==> src/rtl/ysyx_24100027_ifu_if.sv <==
// ysyx_24100027_ifu_if: fetch, decode and commit signals between the IFU and its neighbours
interface ysyx_24100027_ifu_if;
  logic        imem_req_valid;
  logic        imem_req_ready;
  logic [31:0] imem_addr;
  logic        imem_rsp_valid;
  logic        imem_rsp_ready;
  logic [31:0] imem_rsp_data;
  logic        inst_valid;
  logic        inst_ready;
  logic [31:0] inst;
  logic [31:0] inst_pc;
  logic        commit_valid;
  logic        PCActr;
  logic        PCBctr;
  logic [31:0] imm;
  logic [31:0] rs1;
  logic        misalign;
  logic [31:0] inst_count;
  modport master (
    output imem_req_valid, imem_addr, imem_rsp_ready, inst_valid, inst, inst_pc, misalign, inst_count,
    input  imem_req_ready, imem_rsp_valid, imem_rsp_data, inst_ready, commit_valid, PCActr, PCBctr, imm, rs1
  );
  modport slave (
    input  imem_req_valid, imem_addr, imem_rsp_ready, inst_valid, inst, inst_pc, misalign, inst_count,
    output imem_req_ready, imem_rsp_valid, imem_rsp_data, inst_ready, commit_valid, PCActr, PCBctr, imm, rs1
  );
endinterface

==> src/rtl/ysyx_24100027_ifu.sv <==
// ysyx_24100027_ifu: multi-cycle fetch unit holding the PC, with commit counter and sticky misalignment fault
module ysyx_24100027_ifu #(
  parameter logic [31:0] RESET_PC = 32'h8000_0000
) (
  input  logic                clk,
  input  logic                rst_n,
  ysyx_24100027_ifu_if.master bus
);
  typedef enum logic [2:0] {BOOT, REQ, WAIT, ISSUE, EXEC, ERR} state_e;
  state_e      state_q;
  logic [31:0] pc_q, inst_q, cnt_q, pc_d, sum;
  logic        mis_q;
  // jalr-style targets (register base) drop bit 0 before the alignment check
  always_comb begin
    sum  = (bus.PCBctr ? bus.rs1 : pc_q) + (bus.PCActr ? bus.imm : 32'd4);
    pc_d = {sum[31:1], sum[0] & ~bus.PCBctr};
  end
  always_ff @(posedge clk or negedge rst_n) begin
    if (!rst_n) begin
      state_q <= BOOT;
      pc_q    <= RESET_PC;
      inst_q  <= '0;
      cnt_q   <= '0;
      mis_q   <= 1'b0;
    end else begin
      case (state_q)
        BOOT:    state_q <= REQ;
        REQ:     if (bus.imem_req_ready) state_q <= WAIT;
        WAIT:    if (bus.imem_rsp_valid) begin
          inst_q  <= bus.imem_rsp_data;
          state_q <= ISSUE;
        end
        ISSUE:   if (bus.inst_ready) state_q <= EXEC;
        EXEC:    if (bus.commit_valid) begin
          pc_q <= pc_d;
          if (pc_d[1:0] == 2'b00) begin
            cnt_q   <= cnt_q + 32'd1;
            state_q <= REQ;
          end else begin
            mis_q   <= 1'b1;
            state_q <= ERR;
          end
        end
        default: state_q <= state_q;
      endcase
    end
  end
  assign bus.imem_req_valid = state_q == REQ;
  assign bus.imem_rsp_ready = state_q == WAIT;
  assign bus.inst_valid     = state_q == ISSUE;
  assign bus.imem_addr      = pc_q;
  assign bus.inst_pc        = pc_q;
  assign bus.inst           = inst_q;
  assign bus.misalign       = mis_q;
  assign bus.inst_count     = cnt_q;
endmodule

==> src/flat_wrapper.sv <==
// flat-port wrapper written by rule: the top's interface ports become plain ports
module ysyx_24100027_ifu_flat 
#(
  parameter logic [31:0] RESET_PC = 32'h8000_0000
)
  (clk, rst_n, bus_imem_req_valid, bus_imem_addr, bus_imem_rsp_ready, bus_inst_valid, bus_inst, bus_inst_pc, bus_misalign, bus_inst_count, bus_imem_req_ready, bus_imem_rsp_valid, bus_imem_rsp_data, bus_inst_ready, bus_commit_valid, bus_PCActr, bus_PCBctr, bus_imm, bus_rs1);
  ysyx_24100027_ifu_if bus_i ();
  input  logic clk;
  input  logic rst_n;
  output wire logic [$bits(bus_i.imem_req_valid)-1:0] bus_imem_req_valid;
  output wire logic [$bits(bus_i.imem_addr)-1:0] bus_imem_addr;
  output wire logic [$bits(bus_i.imem_rsp_ready)-1:0] bus_imem_rsp_ready;
  output wire logic [$bits(bus_i.inst_valid)-1:0] bus_inst_valid;
  output wire logic [$bits(bus_i.inst)-1:0] bus_inst;
  output wire logic [$bits(bus_i.inst_pc)-1:0] bus_inst_pc;
  output wire logic [$bits(bus_i.misalign)-1:0] bus_misalign;
  output wire logic [$bits(bus_i.inst_count)-1:0] bus_inst_count;
  input wire logic [$bits(bus_i.imem_req_ready)-1:0] bus_imem_req_ready;
  input wire logic [$bits(bus_i.imem_rsp_valid)-1:0] bus_imem_rsp_valid;
  input wire logic [$bits(bus_i.imem_rsp_data)-1:0] bus_imem_rsp_data;
  input wire logic [$bits(bus_i.inst_ready)-1:0] bus_inst_ready;
  input wire logic [$bits(bus_i.commit_valid)-1:0] bus_commit_valid;
  input wire logic [$bits(bus_i.PCActr)-1:0] bus_PCActr;
  input wire logic [$bits(bus_i.PCBctr)-1:0] bus_PCBctr;
  input wire logic [$bits(bus_i.imm)-1:0] bus_imm;
  input wire logic [$bits(bus_i.rs1)-1:0] bus_rs1;
  assign bus_imem_req_valid = bus_i.imem_req_valid;
  assign bus_imem_addr = bus_i.imem_addr;
  assign bus_imem_rsp_ready = bus_i.imem_rsp_ready;
  assign bus_inst_valid = bus_i.inst_valid;
  assign bus_inst = bus_i.inst;
  assign bus_inst_pc = bus_i.inst_pc;
  assign bus_misalign = bus_i.misalign;
  assign bus_inst_count = bus_i.inst_count;
  assign bus_i.imem_req_ready = bus_imem_req_ready;
  assign bus_i.imem_rsp_valid = bus_imem_rsp_valid;
  assign bus_i.imem_rsp_data = bus_imem_rsp_data;
  assign bus_i.inst_ready = bus_inst_ready;
  assign bus_i.commit_valid = bus_commit_valid;
  assign bus_i.PCActr = bus_PCActr;
  assign bus_i.PCBctr = bus_PCBctr;
  assign bus_i.imm = bus_imm;
  assign bus_i.rs1 = bus_rs1;
  ysyx_24100027_ifu #(.RESET_PC(RESET_PC)) u_core (.clk(clk), .rst_n(rst_n), .bus(bus_i));
endmodule
==> config.mk <==
export PLATFORM = sky130hd
export DESIGN_NAME = ysyx_24100027_ifu_flat
export DESIGN_NICKNAME = d
export VERILOG_FILES = /design/src/rtl/ysyx_24100027_ifu_if.sv /design/src/rtl/ysyx_24100027_ifu.sv /design/src/flat_wrapper.sv
export SDC_FILE = /design/constraint.sdc
export NUM_CORES = 1
export LEC_CHECK = 0
export CAP_MARGIN = 15
export CORE_ASPECT_RATIO = 0.8
export CORE_MARGIN = 1.5
export CORE_UTILIZATION = 46
export CTS_BUF_LIST = sky130_fd_sc_hd__clkbuf_16
export DETAILED_ROUTE_END_ITERATION = 7
export PLACE_DENSITY = 0.86
export SLEW_MARGIN = 0
export SYNTH_ARGS = -nofsm -noshare
export SYNTH_HDL_FRONTEND = slang
export SYNTH_SLANG_ARGS = --single-unit
==> constraint.sdc <==
create_clock -name clk -period 3 [get_ports clk]
set_input_delay 0.6 -clock clk [delete_from_list [all_inputs] [get_ports clk]]
set_output_delay 0.6 -clock clk [all_outputs]
set_load 0.02 [all_outputs]
### Word level (Yosys, flattened, before mapping)

Cells that the tools add are included.

* register bits after elaboration: 100
* input port bits: 104
* output and inout bits: 132
* word-level logic and storage cells: 34

* add/subtract/negate cells: 2
* eq/ne operators: 8
* muxes and demuxes: 8
* bitwise logic cells: 3
* reduce and logical (&&, ||, !) cells: 8

Operators with widths (number)
* 2-to-1 mux 32 bit: 2
* adder 32 x 1 -> 32 bit, second input constant: 1
* adder 32 bit: 1
* 2-to-1 mux 3 bit: 5
* case mux 3 bit (5 select lines): 1
* equality test 3 x 2 -> 1 bit, second input constant: 2
* inequality test 2 x 1 -> 1 bit, second input constant: 3
* AND reduction 3 bit: 2
* AND reduction 5 bit: 1
* nonzero test 5 bit: 1
* AND reduction 2 bit: 2
* equality test 3 x 1 -> 1 bit, second input constant: 1
* equality test 3 bit, second input constant: 1
* zero test 3 bit: 1
* zero test 2 bit: 1
* inequality test 2 bit, second input constant: 1
* inverter 1 bit: 2
* AND 1 bit: 1

### Logic depth before layout (Yosys ltp)

* depth after elaboration: 7
* gate-level depth with buffers: 12
* depth with buffers taken out: 11

### Worst setup path after synthesis

No wires, ideal clock.

* path type: input to register
* start point: input bus_PCBctr
* end point: register u_core.pc_q[27], in the netlist u_core.bus.imem_addr[27]
* setup time: 125 ps
* data arrival time: 3217 ps
* data required time: 2875 ps
* slack: -342 ps
* stages on the path: 12
* buffers on the path: 3
* path through: buf_2 -> clkbuf_1 -> mux2_2 -> ha_1 -> clkbuf_1 -> a21oi_1 -> o21ai_0 -> nor4_1 -> a211oi_2 -> a211oi_2 -> xnor2_1 -> mux2_2

* longest elaborated chain between the ends: 2

RTL lines
* from (decl): RTL line flat_wrapper.sv:24 `input wire logic [$bits(bus_i.PCBctr)-1:0] bus_PCBctr;`
* 2-to-1 mux 32 bit: RTL line ysyx_24100027_ifu.sv:15 `sum = (bus.PCBctr ? bus.rs1 : pc_q) + (bus.PCActr ? bus.imm : 32'd4);`
* adder 32 bit: RTL line ysyx_24100027_ifu.sv:15
* to (signal assigned): RTL line ysyx_24100027_ifu.sv:35 `pc_q <= pc_d;`
* to (decl): RTL line ysyx_24100027_ifu.sv:11 `logic [31:0] pc_q, inst_q, cnt_q, pc_d, sum;`

No other way between the ends.
A chain may end at the register's enable or synchronous reset.

### Worst setup path in the final report

* start point: input bus_PCBctr
* end point: register u_core.pc_q[29], in the netlist u_core.bus.imem_addr[29]

Same word-level chain as after synthesis.

==> reports/qor.yml <==
logic_synthesis:
  yosysSeqAreaShare: 0.384
  synth_async_sr_flop_share: 1.00
  synth_edf_count: 0
  synthCells: 683
  ys_warn_count: 0
  ys_ff_latch: 100
  syn_avg_cell_area_um2: 9.56
  yosys.area.top_type: "dfrtp_1"
  synth_area_leaders: "dfrtp_1 (38%), mux2_2 (11%), ha_1 (6.1%)"
  syn-cell-area_mm2: 0.00653
  synth.top_cell.area_share: 0.380
  yosysUniqueCellTypes: 59
  syn-num-nets: 820
  synthFlopType: "dfrtp_1"
final_layout:
  seq_area_mm2: 0.00250
  mostFrequentLayoutCell: "clkdlybuf4s50_1"
  n_fill_cell: 899
  diodes: 0
  syn2layout_area_growth_pct: 61.1
  final_cell_mix: "clkdlybuf4s50_1 (230), buf_4 (124), dfrtp_1 (99), nand2_1 (77), mux2_2 (62)"
  fin_nets: 1132
  layout-drive-gt1-share: 0.287
  multi_input_area_mm2: 0.00407
worst_setup_path:
  path_max_fanout: 6
  path_buf_inv: 3
  cp-start-kind: "primary input"
  endpoint_kind: "flip-flop"
  cpMaxStageDelayCell: "mux2_2"
  path_class: "in2reg"
  crit_arrival_ns: 3.19
  cp.required_ns: 3.23
  cp-startpoint: "bus_PCBctr"
  slowest_delay_ns: 0.35
  worstPathCellList: "dlygate4sd2_1 -> buf_6 -> buf_4 -> mux2_2 -> ha_1 -> a21oi_1 -> o211ai_1 -> o21ba_2 -> o21ai_2 -> nand2b_1 -> a222oi_1 -> nand2_1"
  reg2reg_from: "u_core.bus.imem_addr[0]$_DFFE_PN0P_"
  crit_family: "compound AO/OA/AOI/OAI gates"
drt:
  firstDrtPassIters: 6
  wl_per_cell_um: 17.9
  drc: 0
  routed_via_density: 5.42
  vias: 6394
  drtAntennaViolNets: 0
  drtIter0Drc: 418
  drt-total-wl_um: 21100
placed_design:
  port_buffers: 235
  place.gp.congestion: 0.959
  dpl.hpwl_um: 15100
global_routing:
  overflow: 0
  grt_pass1_wl_um: 32000
  grt_start_max_net_pins: 66
  grt_usage: 0.274
  antenna_found_initial: 0
  grt_pass1_vias: 6303
clock_network:
  clk_latency_ns: 0.34
  numCtsBuffers: 9
  cts_buffer_depth: 2
  hold_buffers: 0
  cts_root_buffer: "clkbuf_16"
  clk_pin_slew_ns: 0.08
  htreeDepth: 3
  numClockSinks: 100
  tritoncts: "yes"
die:
  initial_utilization: 0.477
  die_w_um: 136
  num_io_pins: 236
  core_mm2: 0.0137
  dieHeight_um: 110
  fp.dieArea_mm2: 0.0149
  num_rows: 38
timing:
  timing.hold.ws_ns: 0.281
  relSlewSlack: 0.570
  fin_skew_ns: 0.00847
  worst_pin_slew_ns: 0.646
  post-route-period-util: 0.988
  finalHoldViolCount: 0
  setup_violations: 0
  rsz0062_at_grt: "yes"
  fmax_mhz: 337
  fin_setup_tns_ns: 0
  maxSlewViolCount: 0
  fin_crit_ns: 2.96
hold_path:
  hold_class: "in2async"
power_and_ir_drop:
  powerDensity_mw_per_mm2: 794
  irDropWorstVdd_v: 0.000554
  leakagePower_nw: 4.55
flow_run:
  drv_cap: 0
status:
  status: "completed"
[layout make-up]
type	count	area share
clock buffers	9	0.0214
clock inverters	7	0.00655
inverters	12	0.00428
multi-input cells	509	0.387
flip-flops and latches	100	0.238
well taps	180	0.0214
repair buffers	363	0.321
[synth_stat cells, types with 15 or more instances]
| master | number |
|---|---|
| buf_4 | 32 |
| nand2_1 | 80 |
| mux2_2 | 64 |
| xor2_1 | 18 |
| nor2_1 | 31 |
| nand3_1 | 15 |
| and2_1 | 31 |
| xnor2_1 | 41 |
| ha_1 | 32 |
| clkbuf_1 | 22 |
| a21oi_1 | 34 |
| dfrtp_1 | 99 |
| o21ai_0 | 47 |
| nand4_1 | 15 |
[flip-flops by register name, indices dropped and copies added, names as in the netlist]
| signal | flops |
|---|---|
| u_core.bus.misalign | 1 |
| u_core.bus.imem_addr | 32 |
| u_core.bus.inst | 32 |
| u_core.bus.inst_count | 32 |
| u_core.state_q | 3 |
[stage by stage]
stage	std cells	setup slack (ns)	util	instance area [µm²]	power, W
floorplan	683	-0.0299	-	6590	0.00472
global placement	1150	-0.603	0.705	9660	0.00669
detailed placement	1150	-0.650	0.705	9660	0.00682
CTS	1177	0.0106	0.755	10300	0.00820
global route	1180	-0.0822	0.768	10500	0.00881
finish	1180	0.0361	0.768	10500	0.00835
[path summary, 6_finish.rpt]
check                                                        endpoint  slack [ns]  cells after the start
worst max-delay path             u_core.bus.imem_addr[29]$_DFFE_PN0P_        0.04                     12
worst min-delay path            u_core.bus.inst_count[27]$_DFFE_PN0P_        0.28                      1
worst max register to register  u_core.bus.inst_count[27]$_DFFE_PN0P_        0.40                      9
worst min register to register        u_core.bus.misalign$_DFFE_PN0P_        0.46                      1
max in group asynchronous             u_core.bus.inst[28]$_DFFE_PN0P_        1.87                      2
min in group clk                      u_core.bus.misalign$_DFFE_PN0P_        0.46                      1
[power by group]
part | total [W] | internal [W] | switching, W
sequential | 0.00221 | 0.00181 | 0.000400
combinational | 0.00497 | 0.00255 | 0.00242
clock | 0.00117 | 0.000587 | 0.000584
[metal layers]
metal	track usage	routed length, µm
met4	0.0790	439
met1	0.358	8780
met5	0	0
met2	0.457	10100
met3	0.0622	1820
[worst reg2reg max path, delay by kind of cell (launching register included)]
family / cells / cell delay [ns]
fa+ha+maj: 2 / 0.69
buf+inv: 1 / 0.04
simple gates: 4 / 1.00
flops: 1 / 0.36
mux: 1 / 0.16
xor+xnor: 1 / 0.25
[kinds of logic (layout without fill, tap and decap cells)]
| family | Yosys count | after routing | share of synthesized area |
|---|---|---|---|
| AND/OR/NAND/NOR | 214 | 214 | 0.165 |
| flip-flops | 100 | 100 | 0.384 |
| buffers and inverters | 74 | 391 | 0.0619 |
| AO/OA/AOI/OAI | 134 | 134 | 0.127 |
| XOR/XNOR | 59 | 59 | 0.0792 |
| adder cells (fa/ha/maj) | 33 | 33 | 0.0644 |
| multiplexers | 69 | 69 | 0.118 |
[repair_timing]
item	in CTS	in global routing
setup endpoints to repair	34	22
gates cloned	1	0
setup buffers	10	3
pin swaps	21	20
gates resized for setup	53	33
Power figures use the tool's default switching activity.
